--- src/rtl/cpu_pkg.sv ---
// Shared CPU core definitions: PC width, per-stage NOP payloads and the
// pipeline-stage occupancy FSM encoding.
package cpu_pkg;

    localparam int CPU_PC_W = 30;

    localparam logic [31:0] NOP_INSN     = 32'h0000_0013;
    localparam logic [95:0] NOP_IF_ID    = {64'h0, NOP_INSN};
    localparam logic [95:0] NOP_ID_EX    = 96'h0;
    localparam logic [95:0] NOP_EX_MEM   = 96'h0;
    localparam logic [95:0] NOP_MEM_WB   = 96'h0;

    typedef enum logic [1:0] {
        ST_EMPTY = 2'd0,
        ST_ONE   = 2'd1,
        ST_TWO   = 2'd2
    } pipe_st_e;

endpackage

--- src/rtl/cpu_pipe_slot.sv ---
// One holding register of a pipeline stage: load, clear-to-NOP, or hold.
module cpu_pipe_slot #(
    parameter int             W       = 8,
    parameter logic [W-1:0]   CLR_VAL = '0
) (
    input  logic         cpu_clk,
    input  logic         cpu_rst,
    input  logic         load,
    input  logic         clear,
    input  logic [W-1:0] d,
    output logic [W-1:0] q
);

    // Clear wins over load so a flush can never let a new entry slip in.
    always_ff @(posedge cpu_clk or posedge cpu_rst) begin
        if (cpu_rst) begin
            q <= CLR_VAL;
        end else if (clear) begin
            q <= CLR_VAL;
        end else if (load) begin
            q <= d;
        end
    end

endmodule

--- src/rtl/cpu_pipe_stage.sv ---
// Generic inter-stage pipeline register: PC + payload with valid/ready,
// stall/flush control and an optional two-entry skid buffer.
module cpu_pipe_stage
    import cpu_pkg::*;
#(
    parameter int                 DATA_W   = 96,
    parameter int                 PC_W     = CPU_PC_W,
    parameter int                 SKID     = 1,
    parameter logic [DATA_W-1:0]  NOP_DATA = '0
) (
    input  logic              cpu_clk,
    input  logic              cpu_rst,
    input  logic              in_valid,
    output logic              in_ready,
    input  logic [PC_W-1:0]   in_pc,
    input  logic [DATA_W-1:0] in_data,
    input  logic              stall,
    input  logic              flush,
    output logic              out_valid,
    input  logic              out_ready,
    output logic [PC_W-1:0]   out_pc,
    output logic [DATA_W-1:0] out_data,
    output logic [1:0]        occupancy
);

    localparam int           W         = PC_W + DATA_W;
    localparam logic [W-1:0] EMPTY_VAL = {{PC_W{1'b0}}, NOP_DATA};

    pipe_st_e     state_reg, state_next;
    logic         out_valid_reg;
    logic [1:0]   occ_reg, occ_next;
    logic         accept, pop;
    logic         head_load, head_clear, skid_load, skid_clear;
    logic [W-1:0] in_word, head_d, head_q, skid_q;

    assign in_word = {in_pc, in_data};
    assign accept  = in_valid & in_ready & ~stall;
    assign pop     = out_valid_reg & out_ready & ~stall;

    always_comb begin
        state_next = state_reg;
        head_load  = 1'b0;
        head_clear = 1'b0;
        skid_load  = 1'b0;
        skid_clear = 1'b0;
        head_d     = in_word;
        if (flush) begin
            state_next = ST_EMPTY;
            head_clear = 1'b1;
            skid_clear = 1'b1;
        end else begin
            case (state_reg)
                ST_EMPTY: begin
                    if (accept) begin
                        head_load  = 1'b1;
                        state_next = ST_ONE;
                    end
                end
                ST_ONE: begin
                    if (accept && pop) begin
                        head_load = 1'b1;
                    end else if (accept) begin
                        // Only reachable with the skid slot present.
                        if (SKID != 0) begin
                            skid_load  = 1'b1;
                            state_next = ST_TWO;
                        end
                    end else if (pop) begin
                        head_clear = 1'b1;
                        state_next = ST_EMPTY;
                    end
                end
                ST_TWO: begin
                    if (pop) begin
                        head_d     = skid_q;
                        head_load  = 1'b1;
                        skid_clear = 1'b1;
                        state_next = ST_ONE;
                    end
                end
                default: begin
                    state_next = ST_EMPTY;
                    head_clear = 1'b1;
                    skid_clear = 1'b1;
                end
            endcase
        end
    end

    always_comb begin
        case (state_next)
            ST_ONE:  occ_next = 2'd1;
            ST_TWO:  occ_next = 2'd2;
            default: occ_next = 2'd0;
        endcase
    end

    always_ff @(posedge cpu_clk or posedge cpu_rst) begin
        if (cpu_rst) begin
            state_reg     <= ST_EMPTY;
            occ_reg       <= 2'd0;
            out_valid_reg <= 1'b0;
        end else begin
            state_reg     <= state_next;
            occ_reg       <= occ_next;
            out_valid_reg <= (state_next != ST_EMPTY);
        end
    end

    cpu_pipe_slot #(.W(W), .CLR_VAL(EMPTY_VAL)) u_head (
        .cpu_clk (cpu_clk),
        .cpu_rst (cpu_rst),
        .load    (head_load),
        .clear   (head_clear),
        .d       (head_d),
        .q       (head_q)
    );

    generate
        if (SKID != 0) begin : g_skid
            logic in_ready_reg;

            cpu_pipe_slot #(.W(W), .CLR_VAL(EMPTY_VAL)) u_skid (
                .cpu_clk (cpu_clk),
                .cpu_rst (cpu_rst),
                .load    (skid_load),
                .clear   (skid_clear),
                .d       (in_word),
                .q       (skid_q)
            );

            // Registered ready: upstream never sees out_ready combinationally.
            always_ff @(posedge cpu_clk or posedge cpu_rst) begin
                if (cpu_rst) begin
                    in_ready_reg <= 1'b0;
                end else begin
                    in_ready_reg <= ~stall & (state_next != ST_TWO);
                end
            end

            assign in_ready = in_ready_reg;
        end else begin : g_single
            assign skid_q   = EMPTY_VAL;
            assign in_ready = ~cpu_rst & ~stall & (~out_valid_reg | out_ready);
        end
    endgenerate

    assign out_valid = out_valid_reg;
    assign out_pc    = head_q[W-1:DATA_W];
    assign out_data  = head_q[DATA_W-1:0];
    assign occupancy = occ_reg;

endmodule

--- config.mk ---
export PLATFORM = sky130hd
export DESIGN_NAME = cpu_pipe_stage
export DESIGN_NICKNAME = d
export VERILOG_FILES = /design/src/rtl/cpu_pkg.sv /design/src/rtl/cpu_pipe_slot.sv /design/src/rtl/cpu_pipe_stage.sv
export SDC_FILE = /design/constraint.sdc
export NUM_CORES = 1
export LEC_CHECK = 0
export CAP_MARGIN = 20
export CORE_UTILIZATION = 50
export CTS_CLUSTER_DIAMETER = 120
export DETAILED_ROUTE_END_ITERATION = 10
export PLACE_DENSITY = 0.81
export SLEW_MARGIN = 20
export SYNTH_ARGS = -nofsm -noshare
export SYNTH_HDL_FRONTEND = slang
export SYNTH_SLANG_ARGS = --single-unit
--- constraint.sdc ---
create_clock -name cpu_clk -period 10 [get_ports cpu_clk]
set_input_delay 1 -clock cpu_clk [delete_from_list [all_inputs] [get_ports cpu_clk]]
set_output_delay 1 -clock cpu_clk [all_outputs]
set_load 0.02 [all_outputs]
==> impl_metrics.ini <==
[critical_path]
setup.worst_path.start = flush
crit_end = u_head.q[7]
rr_endpoint = u_head.q[7]
r2r_slack_ns = 6.82
path_class = in2reg
required_ns = 10.42
startpoint_type = input port
critical_path_peak_fanout = 85
cp_cell_sequence = clkdlybuf4s50_1 -> nor3b_1 -> and2_4 -> buf_4 -> nand2_1 -> a31oi_1
arrival_ns = 4.23
cp-end-kind = flop
timing.rr.start = state_reg[0]
slowest_delay_ns = 0.79
critPathSlowestCell = buf_4
worst_r2r_path_depth = 5

[sta]
finClkSkew_ns = 0.0181
final-setup-viol-count = 0
fin_crit_ns = 3.81
fin_crit_sh = 0.381
fmax_mhz = 262
setup_tns_ns = 0
tightest_slew_ns = 1.04
max-slew-margin-rel = 0.308
final_max_slew_viol_count = 0
hold_viol = 0
rsz0062_at_grt = no

[global_route]
grt_antenna_before_repair = 1
track_usage = 0.267
busiest_layer = met2
grtUsageMet2 = 0.426
overflow = 0
met3_usage = 0.0509
grt_max_degree = 135
grt_util_met1 = 0.361
grt_pass1_wl_mm = 47.3
grt_pass1_vias = 8995

[logic_synthesis]
seq_area_frac_synth = 0.605
postSynth.asyncResetShare = 1.00
synthFlopType = dfrtp_1
synth_cell_types = 32
ys_ff_latch = 258
yosys-top-cells-count = 258 x dfrtp_1, 254 x nand2_1, 126 x a22o_1, 126 x a31oi_1, 123 x o21ai_0
synth_largest_area_cell = dfrtp_1
avgSynthCellArea_um2 = 10.5
synth-edff-count = 0
yosys.area.top_type_share = 0.605
synth_warnings = 0
synth_area_leaders = dfrtp_1 61%, a22o_1 10%, nand2_1 8.9%, a31oi_1 7.4%, o21ai_0 5.8%
syn_area_um2 = 10700
synth_nets = 1144
syn-instance-count = 1012
synth_most_common_cell = dfrtp_1

[clock_network]
cts_max_level = 1
cts_sinks = 258
clock_latency_ns = 0.53
cts_buffers = 27
clk_pin_slew_ns = 0.06
cts_root_buf = clkbuf_16
cts_buffer_depth = 3
cts_tree = built
post_cts_buffers = 0
cts_resized = 0
ctsHoldBuffers = 0

[power]
p_per_area_nw_per_um2 = 168
power_switching_mw = 0.566
peakVddDrop_mv = 0.120
combPwrFrac = 0.107
total_power_mw = 2.38
leakagePower_nw = 6.40
clockPowerShare = 0.434
p_int_mw = 1.82
p_sw_frac = 0.238
p_seq_frac = 0.458

[layout]
reg_top3 = g_skid.u_skid.q (126), u_head.q (126)
n_antenna_cell = 0
fin_util = 0.677
multiInputGateArea_um2 = 3740
nets = 1351
drive_gt1_frac = 0.0556
syn_to_final_growth_pct = 32.9
fillers = 1588
fin_cells = 1515
seq_area_um2 = 6460

[floorplan]
core.rowCount = 53
core_area_um2 = 21000
start_util = 0.509
die_w_um = 148
dieArea_um2 = 21900
ios = 262
die_h_um = 148

[worst_hold_path]
holdCritPathClass = reg2reg
hold_depth = 1

[route]
drtIter0Drc = 689
viasPerCell = 5.94
vias = 8998
first_pass_iters = 8
ant_nets = 0
wl_per_cell_um = 19.3
drc = 1
drt-total-wl_mm = 29.3

[placed_design]
gp_congestion = 0.787
place_hpwl_mm = 16.7
portBuffers = 261
dp_cells = 1465

[run_status]
status = finished with violations
violations = design-rule violations

[job]
max_cap_viol_count = 0
[power by group through the flow]
stage,Combinational (mW),Sequential [mW],Clock [mW]
finish,0.255,1.09,1.03
floorplan,0.0838,1.14,0
global placement,0.251,1.11,0
detailed placement,0.254,1.11,0
global route,0.275,1.09,1.10
CTS,0.256,1.09,1.05
[how the worst min path moves through the flow]
stage / start / to / slack (ns)
after floorplan: g_skid.u_skid.q[100] / g_skid.u_skid.q[100] / 0.47
after global placement: g_skid.u_skid.q[60] / g_skid.u_skid.q[60] / 0.49
after detailed placement: g_skid.u_skid.q[87] / g_skid.u_skid.q[87] / 0.49
after CTS: g_skid.u_skid.q[43] / g_skid.u_skid.q[43] / 0.51
after global routing: g_skid.u_skid.q[56] / g_skid.u_skid.q[56] / 0.52
final: g_skid.u_skid.q[57] / g_skid.u_skid.q[57] / 0.50
[cell type report]
class / instances / share of cell area
sequential: 258 / 0.455
multi-input combinational: 658 / 0.264
timing repair buffer: 273 / 0.191
clock buffer: 39 / 0.0558
tap: 275 / 0.0243
clock inverter: 11 / 0.00962
inverter: 1 / 0.000794
[cells by family (layout without fill, tap and decap cells)]
family,after synthesis,count (layout),synth area share
AOI/OAI and AO/OA,389,389,0.246
buffers and inverters,96,324,0.0463
DFF,258,258,0.605
and+or+nand+nor,269,269,0.102
[cell usage in the layout (no fill, tap or decap), drive strengths merged]
cell type,synthesis,routed
clkdlybuf4s50,0,261
dfrtp,258,258
nand2,254,254
a31oi,127,127
o21ai,127,127
a22o,126,126
clkbuf,33,39
buf,62,12
clkinv,0,6
a21oi,4,4
bufinv,0,3
nor2,3,3
nor3,2,2
inv,1,2
a21o,1,1
a21bo,1,1
nand3,1,1
and4bb,1,1
nand2b,1,1
nand4b,1,1
o2bb2ai,1,1
and3b,1,1
nor3b,1,1
and2,1,1
a2bb2oi,1,1
a22oi,1,1
nor2b,1,1
or3b,1,1
or2,1,1
clkinvlp,0,1
[critical path, delay by kind of cell]
kind                   cells  cell delay [ns]
AOI/OAI and AO/OA          1             0.30
buffers and inverters      2             1.35
and+or+nand+nor            3             1.42
[through the flow]
stage                     worst slack, ns  instance area, µm²  hold slack, ns
after detailed placement             5.80               13300           0.491
after CTS                            6.27               14200           0.509
final                                6.19               14200           0.504
after global placement               5.91               13300           0.487
after floorplan                      1.90               10700           0.473
after global routing                 6.11               14200           0.517
[layer usage]
layer  part of all wire  up-vias
met5            0.00058        -
met1               0.42     4477
met2               0.47      387
met3              0.073       69
li1                   -     4063
met4              0.037        2
(Power assumes the default switching activity.)
